## config.mk

```make
export PLATFORM = sky130hd
export DESIGN_NAME = ps2mouse_init_seq_flat
export DESIGN_NICKNAME = d
export VERILOG_FILES = /design/src/rtl/ps2mouse_init_seq_if.sv /design/src/rtl/ps2mouse_init_seq.sv /design/src/flat_wrapper.sv
export SDC_FILE = /design/constraint.sdc
export NUM_CORES = 1
export LEC_CHECK = 0
export CAP_MARGIN = 5
export CORE_ASPECT_RATIO = 2
export CORE_MARGIN = 1
export CORE_UTILIZATION = 35
export CTS_CLUSTER_DIAMETER = 40
export DETAILED_ROUTE_END_ITERATION = 6
export PLACE_DENSITY = 0.62
export RECOVER_POWER = 100
export SETUP_SLACK_MARGIN = 0.4
export SKIP_LAST_GASP = 1
export SYNTH_ARGS = -nofsm -noshare
export SYNTH_HDL_FRONTEND = slang
export SYNTH_SLANG_ARGS = --single-unit
```

## constraint.sdc

```tcl
create_clock -name clk -period 6.05 [get_ports clk]
set_clock_uncertainty 0.1 [all_clocks]
set_input_delay 1.21 -clock clk [delete_from_list [all_inputs] [get_ports clk]]
set_output_delay 1.21 -clock clk [all_outputs]
set_load 0.02 [all_outputs]
```

## src/rtl/ps2mouse_init_seq_if.sv

```systemverilog
// rtl/ps2mouse_init_seq_if.sv - byte handshake between the init sequencer and the PS/2 byte transceiver
interface ps2mouse_init_seq_if;
  logic [7:0] tx_data;
  logic       tx_valid;
  logic       tx_ready;
  logic [7:0] rx_data;
  logic       rx_valid;
  logic       rx_error;

  modport master (output tx_data, tx_valid, input tx_ready, rx_data, rx_valid, rx_error);
  modport slave  (input tx_data, tx_valid, output tx_ready, rx_data, rx_valid, rx_error);
endinterface

```

## src/rtl/ps2mouse_init_seq.sv

```systemverilog
// rtl/ps2mouse_init_seq.sv - PS/2 mouse reset/configure sequencer (FF, sample rate 200/100/80, ID, enable)
// Optional hot-plug re-init on AA,00 while running: define PS2MOUSE_INIT_HOTPLUG_EN
module ps2mouse_init_seq #(
  parameter int C_ack_timeout = 250000,
  parameter int C_bat_timeout = 25000000,
  parameter int C_retries     = 3
) (
  input  logic                clk,
  input  logic                reset,
  input  logic                clk_ena,
  ps2mouse_init_seq_if.master bus,
  output logic                stream_en,
  output logic                wheel,
  output logic                init_done,
  output logic                init_fail,
  output logic [1:0]          retry_cnt
);
  localparam int TW = $clog2(((C_bat_timeout > C_ack_timeout) ? C_bat_timeout : C_ack_timeout) + 1);
  localparam logic [TW-1:0] ACK_LAST  = TW'(C_ack_timeout - 1);
  localparam logic [TW-1:0] BAT_LAST  = TW'(C_bat_timeout - 1);
  localparam logic [1:0]    RETRY_MAX = 2'(C_retries);
  localparam logic [3:0]    LAST_STEP = 4'd8;

  typedef enum logic [2:0] {START, SEND, WAIT_RSP, RUN, FAIL} state_t;

  state_t        state, state_n;
  logic [3:0]    step, step_n;
  logic [1:0]    rsp_idx, rsp_idx_n;
  logic [TW-1:0] tmo_cnt, tmo_cnt_n;
  logic [1:0]    retry_n;
  logic          wheel_n;
  logic [7:0]    cmd_byte;
  logic [7:0]    exp_byte;
  logic          bat_rsp;
  logic          id_rsp;
  logic          last_rsp;
  logic          tmo_hit;
  logic          rx_ok;
  logic          step_fail;
`ifdef PS2MOUSE_INIT_HOTPLUG_EN
  logic          hp_aa, hp_aa_n;
`endif

  always_comb begin
    cmd_byte = 8'hF4;
    case (step)
      4'd0:    cmd_byte = 8'hFF;
      4'd1:    cmd_byte = 8'hF3;
      4'd2:    cmd_byte = 8'hC8;
      4'd3:    cmd_byte = 8'hF3;
      4'd4:    cmd_byte = 8'h64;
      4'd5:    cmd_byte = 8'hF3;
      4'd6:    cmd_byte = 8'h50;
      4'd7:    cmd_byte = 8'hF2;
      default: cmd_byte = 8'hF4;
    endcase
  end

  // Step 0 expects FA,AA,00; step 7 expects FA,ID; every other step a lone FA.
  assign bat_rsp  = (step == 4'd0) && (rsp_idx != 2'd0);
  assign id_rsp   = (step == 4'd7) && (rsp_idx == 2'd1);
  assign last_rsp = (step == 4'd0) ? (rsp_idx == 2'd2) :
                    (step == 4'd7) ? (rsp_idx == 2'd1) : 1'b1;
  assign exp_byte = !bat_rsp ? 8'hFA : (rsp_idx == 2'd1) ? 8'hAA : 8'h00;
  assign tmo_hit  = (tmo_cnt == (bat_rsp ? BAT_LAST : ACK_LAST));
  // NAK (FE) and error (FC) never equal an expected byte, so they fail as mismatches.
  assign rx_ok    = id_rsp || (bus.rx_data == exp_byte);

  always_comb begin
    state_n   = state;
    step_n    = step;
    rsp_idx_n = rsp_idx;
    tmo_cnt_n = tmo_cnt;
    retry_n   = retry_cnt;
    wheel_n   = wheel;
    step_fail = 1'b0;
`ifdef PS2MOUSE_INIT_HOTPLUG_EN
    hp_aa_n   = hp_aa;
`endif
    case (state)
      START: begin
        state_n = SEND;
        step_n  = 4'd0;
`ifdef PS2MOUSE_INIT_HOTPLUG_EN
        hp_aa_n = 1'b0;
`endif
      end
      SEND: begin
        if (bus.tx_ready) begin
          state_n   = WAIT_RSP;
          rsp_idx_n = 2'd0;
          tmo_cnt_n = '0;
        end
      end
      WAIT_RSP: begin
        if (bus.rx_error) begin
          step_fail = 1'b1;
        end else if (bus.rx_valid) begin
          if (!rx_ok) begin
            step_fail = 1'b1;
          end else begin
            tmo_cnt_n = '0;
            if (id_rsp) wheel_n = (bus.rx_data == 8'h03);
            if (!last_rsp) begin
              rsp_idx_n = rsp_idx + 2'd1;
            end else if (step == LAST_STEP) begin
              state_n = RUN;
            end else begin
              step_n  = step + 4'd1;
              state_n = SEND;
            end
          end
        end else if (tmo_hit) begin
          step_fail = 1'b1;
        end else begin
          tmo_cnt_n = tmo_cnt + TW'(1);
        end
        if (step_fail) begin
          if (retry_cnt < RETRY_MAX) begin
            retry_n = retry_cnt + 2'd1;
            state_n = START;
          end else begin
            state_n = FAIL;
          end
        end
      end
      RUN: begin
`ifdef PS2MOUSE_INIT_HOTPLUG_EN
        // A fresh BAT (AA then 00) means the mouse was re-plugged or power-cycled.
        if (bus.rx_valid) begin
          if (hp_aa && (bus.rx_data == 8'h00)) begin
            state_n = START;
            wheel_n = 1'b0;
            retry_n = 2'd0;
            hp_aa_n = 1'b0;
          end else begin
            hp_aa_n = (bus.rx_data == 8'hAA);
          end
        end
`endif
      end
      default: ;
    endcase
  end

  always_ff @(posedge clk) begin
    if (!reset) begin
      state     <= START;
      step      <= 4'd0;
      rsp_idx   <= 2'd0;
      tmo_cnt   <= '0;
      retry_cnt <= 2'd0;
      wheel     <= 1'b0;
`ifdef PS2MOUSE_INIT_HOTPLUG_EN
      hp_aa     <= 1'b0;
`endif
    end else if (clk_ena) begin
      state     <= state_n;
      step      <= step_n;
      rsp_idx   <= rsp_idx_n;
      tmo_cnt   <= tmo_cnt_n;
      retry_cnt <= retry_n;
      wheel     <= wheel_n;
`ifdef PS2MOUSE_INIT_HOTPLUG_EN
      hp_aa     <= hp_aa_n;
`endif
    end
  end

  assign bus.tx_valid = (state == SEND);
  assign bus.tx_data  = (state == SEND) ? cmd_byte : 8'h00;
  assign stream_en    = (state == RUN);
  assign init_done    = (state == RUN);
  assign init_fail    = (state == FAIL);
endmodule

```

## src/flat_wrapper.sv

```systemverilog
// flat-port wrapper written by rule: the top's interface ports become plain ports
module ps2mouse_init_seq_flat 
#(
  parameter int C_ack_timeout = 250000,
  parameter int C_bat_timeout = 25000000,
  parameter int C_retries     = 3
)
  (clk, reset, clk_ena, stream_en, wheel, init_done, init_fail, retry_cnt, bus_tx_data, bus_tx_valid, bus_tx_ready, bus_rx_data, bus_rx_valid, bus_rx_error);
  ps2mouse_init_seq_if bus_i ();
  input  logic clk;
  input  logic reset;
  input  logic clk_ena;
  output logic stream_en;
  output logic wheel;
  output logic init_done;
  output logic init_fail;
  output logic [1:0] retry_cnt;
  output wire logic [$bits(bus_i.tx_data)-1:0] bus_tx_data;
  output wire logic [$bits(bus_i.tx_valid)-1:0] bus_tx_valid;
  input wire logic [$bits(bus_i.tx_ready)-1:0] bus_tx_ready;
  input wire logic [$bits(bus_i.rx_data)-1:0] bus_rx_data;
  input wire logic [$bits(bus_i.rx_valid)-1:0] bus_rx_valid;
  input wire logic [$bits(bus_i.rx_error)-1:0] bus_rx_error;
  assign bus_tx_data = bus_i.tx_data;
  assign bus_tx_valid = bus_i.tx_valid;
  assign bus_i.tx_ready = bus_tx_ready;
  assign bus_i.rx_data = bus_rx_data;
  assign bus_i.rx_valid = bus_rx_valid;
  assign bus_i.rx_error = bus_rx_error;
  ps2mouse_init_seq #(.C_ack_timeout(C_ack_timeout), .C_bat_timeout(C_bat_timeout), .C_retries(C_retries)) u_core (.clk(clk), .reset(reset), .clk_ena(clk_ena), .bus(bus_i), .stream_en(stream_en), .wheel(wheel), .init_done(init_done), .init_fail(init_fail), .retry_cnt(retry_cnt));
endmodule
```

==> results of run 1 <==
-- cell usage in the layout (no fill, tap or decap), types with 3 or more instances in the layout --
cell type | synthesis | final
dfxtp_1 | 44 | 44
nor2_1 | 35 | 35
nand2_1 | 23 | 23
o21ai_0 | 18 | 18
inv_1 | 17 | 17
dlygate4sd3_1 | 0 | 17
a21oi_1 | 16 | 16
nand3_1 | 14 | 14
or4_1 | 12 | 12
clkdlybuf4s50_1 | 0 | 11
nor3_1 | 8 | 8
or3_1 | 8 | 8
mux2i_1 | 7 | 7
and2_1 | 9 | 7
ha_1 | 7 | 7
a31oi_1 | 6 | 6
nor3b_1 | 5 | 5
nand2b_1 | 5 | 5
nor4_1 | 5 | 5
xor2_1 | 5 | 5
nand4_1 | 5 | 5
o31ai_1 | 5 | 5
clkbuf_16 | 0 | 5
o211ai_1 | 3 | 3
and3_1 | 3 | 3
o2111ai_1 | 3 | 3
o221a_2 | 3 | 3
-- metrics by stage --
| stage | setup slack, ns | area, sq um | instances |
|---|---|---|---|
| global route | 1.47 | 3020 | 430 |
| finish | 1.75 | 3020 | 430 |
| CTS | 2.30 | 3050 | 430 |
| detailed placement | 1.99 | 2900 | 422 |
| floorplan | 2.86 | 2580 | 317 |
| global placement | 2.05 | 2900 | 422 |
-- worst max-delay path, cell delays in order --
cell	delay (ns)
dlygate4sd3_1	0.56
or3_1	0.34
o22ai_1	0.17
a2bb2oi_1	0.52
a2bb2oi_1	0.40
o2111ai_1	0.43
or4_1	0.62
a21oi_1	0.15
-- path summary, 6_finish.rpt --
check                                         start                  end  slack [ns]  cells past startpoint
worst max-delay path                 bus_rx_data[0]   u_core.tmo_cnt[13]        1.75                      8
worst min-delay path            u_core.retry_cnt[1]  u_core.retry_cnt[1]        0.39                      2
worst max register to register    u_core.rsp_idx[0]   u_core.tmo_cnt[13]        2.29                      9
worst min register to register  u_core.retry_cnt[1]  u_core.retry_cnt[1]        0.39                      2
-- report_power, final --
part / total [uW] / leakage, uW / switching [uW] / internal, uW
sequential: 300 / 0.000356 / 5.05 / 295
combinational: 95.9 / 0.000618 / 57.3 / 38.7
clock: 275 / 0.0000701 / 111 / 164
-- layer usage --
metal  GRT usage, %  up-vias  wire (microns)
li1               -     1213               -
met2           37.2       46            3870
met3           3.14       22             156
met1           14.8     1182            2340
met4           13.5        0             317
met5              0        -               0
-- cell type report --
| type | count | area (sq um) |
|---|---|---|
| fillers | 728 | 4030 |
| multi-input cells | 243 | 1530 |
| flip-flops and latches | 44 | 881 |
| repair buffers | 28 | 280 |
| clock buffers | 7 | 143 |
| well taps | 90 | 113 |
| inverters | 17 | 63.8 |
| clock inverters | 1 | 7.51 |
-- cells by family after synthesis --
logic type / count (synthesis) / synth area share (%)
flip-flops: 44 / 34.2
buffers and inverters: 30 / 5.10
AND/OR/NAND/NOR: 149 / 32.1
AO/OA/AOI/OAI: 73 / 20.1
multiplexers: 7 / 2.72
XOR/XNOR: 6 / 2.04
adder cells (fa/ha/maj): 8 / 3.79
==> key figures, run 1 <==
Worst setup path
  • Crit start category: input port
  • CP Class: input port to register
  • CP required: ~6 ns
  • Worst setup EP type: register
  • Data arrival, critical path: between 4 and 5 ns
  • Critical path peak fanout: 13

Yosys
  • Synth cell count leaders: 44 x dfxtp_1, 35 x nor2_1, 23 x nand2_1, 18 x o21ai_0, 17 x inv_1
  • Synthesized flop and latch total: 44
  • Unique masters post-synth: 57
  • Top-area cell type share of the netlist area: around a third
  • Syn_nets: between 300 and 400
  • Synth Warn #: 0
  • Syn_area_per_cell: approximately 8 sq um
  • Count leader, synth: dfxtp_1
  • Sequential-to-total area share from yosys stat: roughly 34%
  • Cell Area, Synth: around 2600 sq um
  • Synth Instances: roughly 320
  • Synth area leaders: dfxtp_1 34%, nor2_1 5.1%, o21ai_0 3.5%, or4_1 3.5%, ha_1 3.4%
  • Ys async rst share: 0%
  • EDFF count, synth: 0
  • Main synth FF type: dfxtp_1
  • Synth area leader: dfxtp_1

Clock network
  • Clk root buf: clkbuf_16
  • CTS tree: yes
  • Postcts setup bufs: 0
  • Clock Tree Buf Depth: 2
  • Clock-pin slew on the worst setup and hold paths: 0.06 ns
  • Post-CTS Resized: 0
  • H-Tree Depth: 2
  • Cts-stage hold buffer count: 0
  • Clk sinks: 44
  • TritonCTS Buffers: 5
  • Clk_lat worst skew: 0.29 ns

Timing
  • Final Hold Vio Count: 0
  • Setup TNS: 0 ns
  • Setup violations, final: 0
  • Post-route minimum period: roughly 4.3 ns
  • Fmax: 233 MHz
  • RSZ-0062 raised after global routing: false
  • Worst hold margin: 0.393 ns
  • Slew @ Worst Pin: around 0.83 ns
  • Worst slew margin: about 45%
  • Final Max Tran Viols: 0
  • Fin crit share: between 70% and 80%

GRT
  • GR Overflow Total: 0
  • Initial antenna violation count: 0
  • First-pass GRT wire length: roughly 11,000 microns
  • Largest net degree at the start of global routing: 23
  • Vias in the first global route: roughly 2.4k
  • All-Layer GR Usage: a little under a fifth

Status
  • Status: complete, no violations

Route
  • Avg Vias per Cell: 5.73
  • DRT iter0 DRCs: 74
  • WL per Instance: between 15 and 20 microns
  • Antenna Nets Post-Route: 0
  • DR vias: around 2.5k
  • DRC viols: 0
  • Total Wirelength: between 6000 and 7000 microns
  • TritonRoute pass-1 iters: 5

Floorplanning
  • Die X: between 60 and 70 microns
  • Row count: 43
  • Total core area: 7050 sq um
  • DIE HEIGHT: 123 microns
  • Starting density of the core: ~37%
  • I/O pin cnt: 29
  • Area of the die: between 7000 and 8000 sq um

Power and ir drop
  • Final Power: approximately 670 uW
  • Max IR drop VDD: between 0.0001 and 0.00015 V
  • Leakage: about 0.0010 uW
  • PwrDens: about 220 nW/um^2

Flow run
  • # Max-Cap Violations: 0

Placed design
  • Detailed placement HPWL: 5230 microns
  • Final Wtd Congestion: ~0.89
  • Port Buf Inserts: 28

Final layout
  • # diodes: 0
  • Ratio of cells with drive above 1 in the final layout: ~5%
  • Nets: 360
  • Finished Core Util: 42.9%
  • P&R area growth vs syn: 17.3%

Min path
  • HP Class: register to register
(Power assumes the default switching activity.)
==> run 2: changes to the inputs <==
--- a/config.mk
+++ b/config.mk
@@ -11,7 +11,7 @@
 export CORE_UTILIZATION = 35
 export CTS_CLUSTER_DIAMETER = 40
 export DETAILED_ROUTE_END_ITERATION = 6
-export PLACE_DENSITY = 0.62
+export PLACE_DENSITY = 0.64
 export RECOVER_POWER = 100
 export SETUP_SLACK_MARGIN = 0.4
 export SKIP_LAST_GASP = 1
==> constraint.sdc (replaced) <==
create_clock -name clk -period 3.6 [get_ports clk]
set_clock_uncertainty 0.1 [all_clocks]
set_input_delay 0.72 -clock clk [delete_from_list [all_inputs] [get_ports clk]]
set_output_delay 0.72 -clock clk [all_outputs]
set_load 0.02 [all_outputs]
==> key figures, run 2 (synthesis results as in run 1) <==
Route
  • DR vias: roughly 2.5k
  • Total Wirelength: between 6000 and 7000 microns
  • TritonRoute pass-1 iters: 4
  • WL per Instance: roughly 16 microns
  • DRT iter0 DRCs: 130
  • Antenna Nets Post-Route: 0
  • Avg Vias per Cell: 5.71
  • DRC viols: 0

Worst setup path
  • Reg2reg start: u_core.rsp_idx[0]
  • End of the worst register-to-register path: u_core.tmo_cnt[24]
  • Reg2reg path depth: 10
  • Crit path max-delay cell type: a2111o_1
  • Crit start category: input port
  • Top delay family on crit path: compound AO/OA/AOI/OAI gates
  • Worst setup EP type: register
  • R2r setup slk: 0.43 ns
  • Most Frequent Cell on Critical Path: or3_1
  • Critical Path Max Stage Delay: around 0.5 ns
  • CP bufs+invs: 2
  • CP required: approximately 3.7 ns
  • Critical path peak fanout: 7
  • Data arrival, critical path: around 3.3 ns
  • CP Class: input port to register
  • Critical path, cell by cell: clkdlybuf4s50_1 -> or3_1 -> o22ai_1 -> a2bb2oi_1 -> buf_4 -> o2bb2ai_1 -> a2111o_1 -> or3_1 -> a21oi_1

Clock network
  • CTS tree: yes
  • Clk_lat worst skew: about 0.29 ns
  • Clk sinks: 44
  • Clock Tree Buf Depth: 2
  • Postcts setup bufs: 0
  • H-Tree Depth: 2
  • TritonCTS Buffers: 5
  • Clk root buf: clkbuf_16
  • Clock-pin slew on the worst setup and hold paths: approximately 0.06 ns

Timing
  • Final Hold Vio Count: 0
  • Setup violations, final: 0
  • Worst slew margin: approximately 58%
  • Setup TNS: 0 ns
  • Fmax: 314 MHz
  • Fin crit share: about nine tenths
  • RSZ-0062 raised after global routing: true
  • Post-route minimum period: ~3.2 ns
  • Final Max Tran Viols: 0
  • Worst hold margin: roughly 0.39 ns
  • Slew @ Worst Pin: approximately 0.63 ns

GRT
  • Largest net degree at the start of global routing: 22
  • GR Overflow Total: 0
  • Initial antenna violation count: 0
  • Vias in the first global route: 2,440
  • All-Layer GR Usage: a little under a fifth
  • First-pass GRT wire length: between 10,000 and 15,000 microns

Final layout
  • Design Area, Final: about 3000 sq um
  • Commonest cells after routing, fill and taps aside: 44 x dfxtp_1, 35 x nor2_1, 23 x nand2_1, 18 x o21ai_0, 17 x inv_1
  • # diodes: 0
  • P&R area growth vs syn: 19.7%
  • Nets: between 300 and 400
  • Most common cell after layout, fill and taps aside: dfxtp_1
  • Finished Core Util: approximately 44%
  • Final non-filler cell total: between 400 and 500
  • Ratio of cells with drive above 1 in the final layout: under 10%

Floorplanning
  • Die X: between 60 and 70 microns
  • Row count: 43
  • Starting density of the core: 36.6%
  • DIE HEIGHT: between 100 and 150 microns
  • Total core area: between 7000 and 8000 sq um
  • I/O pin cnt: 29
  • Area of the die: a little under 8000 sq um

Min path
  • HP Class: register to register
  • Worst Hold Endpoint: u_core.tmo_cnt[14]
  • Hold Path Origin: u_core.tmo_cnt[14]
  • Hold depth: 2

Power and ir drop
  • Max IR drop VDD: around 0.00017 V
  • PwrDens: 368 nW/um^2
  • Leakage: approximately 0.0011 uW

Status
  • Status: complete, no violations

Flow run
  • # Max-Cap Violations: 0

Placed design
  • DP Area: a little under 3000 sq um
  • Placed cell count: 432
  • Port Buf Inserts: 28
  • Final Wtd Congestion: between 0.8 and 0.9
  • Detailed placement HPWL: roughly 5200 microns
[run 2: cell types whose count changed in the layout (fill, tap and decap cells not counted), sizes merged]
cell	previous run	this run
clkinvlp	1	0
clkinv	0	2
buf	0	6
dlygate4sd3	17	16
clkbuf	7	10
clkdlybuf4s50	11	12
[run 2: per-stage QoR]
| step | worst slack, ns | power, uW |
|---|---|---|
| after floorplan | 0.854 | 621 |
| after global placement | 0.284 | 687 |
| after detailed placement | 0.226 | 691 |
| after CTS | 0.539 | 1150 |
| after global routing | 0.292 | 1180 |
| final | 0.411 | 1140 |
[run 2: final cells by class]
class | instances | area [sq um]
inverters | 17 | 63.8
flip-flops and latches | 44 | 881
clock buffers | 6 | 139
well taps | 90 | 113
clock inverters | 2 | 10.0
fillers | 728 | 3970
repair buffers | 38 | 340
multi-input cells | 243 | 1540
[run 2: worst max-delay path by stage]
stage	from	end	slack, ns	cells past startpoint
final	bus_rx_data[0]	u_core.tmo_cnt[24]	0.41	9
after global placement	bus_rx_data[0]	u_core.tmo_cnt[24]	0.28	9
after detailed placement	bus_rx_data[0]	u_core.tmo_cnt[24]	0.23	9
after CTS	u_core.rsp_idx[0]	u_core.tmo_cnt[4]	0.54	10
after floorplan	u_core.rsp_idx[0]	u_core.tmo_cnt[24]	0.85	9
after global routing	bus_rx_data[0]	u_core.tmo_cnt[24]	0.29	9
[run 2: worst register-to-register path: cells and delay by family (launching register included)]
kind / cells / cell delay (ns)
compound gates: 5 / 1.28
flops: 1 / 0.38
simple gates: 2 / 0.85
buf+inv: 2 / 0.29
fa+ha+maj: 1 / 0.21
[run 2: where the power goes]
part           internal (uW)  leakage (uW)  switching (uW)  total [uW]
Sequential               496      0.000356            8.82         504
Clock                    274     0.0000766             191         465
Combinational           68.2      0.000653            98.5         167
Total                    837       0.00109             299        1140
[run 2: what timing repair did]
action                     4_1_cts  5_1_grt
setup endpoints to repair        0        2
hold endpoints to repair         0        0
resized for setup                0        1
hold buffers                     0        0
[run 2: metal layers]
layer	vias to the layer above	track usage (%)	wire [microns]
met5	-	0	0
met3	22	2.95	157
met1	1201	16.2	2520
met2	57	37.2	3890
li1	1231	-	-
met4	0	12.1	280
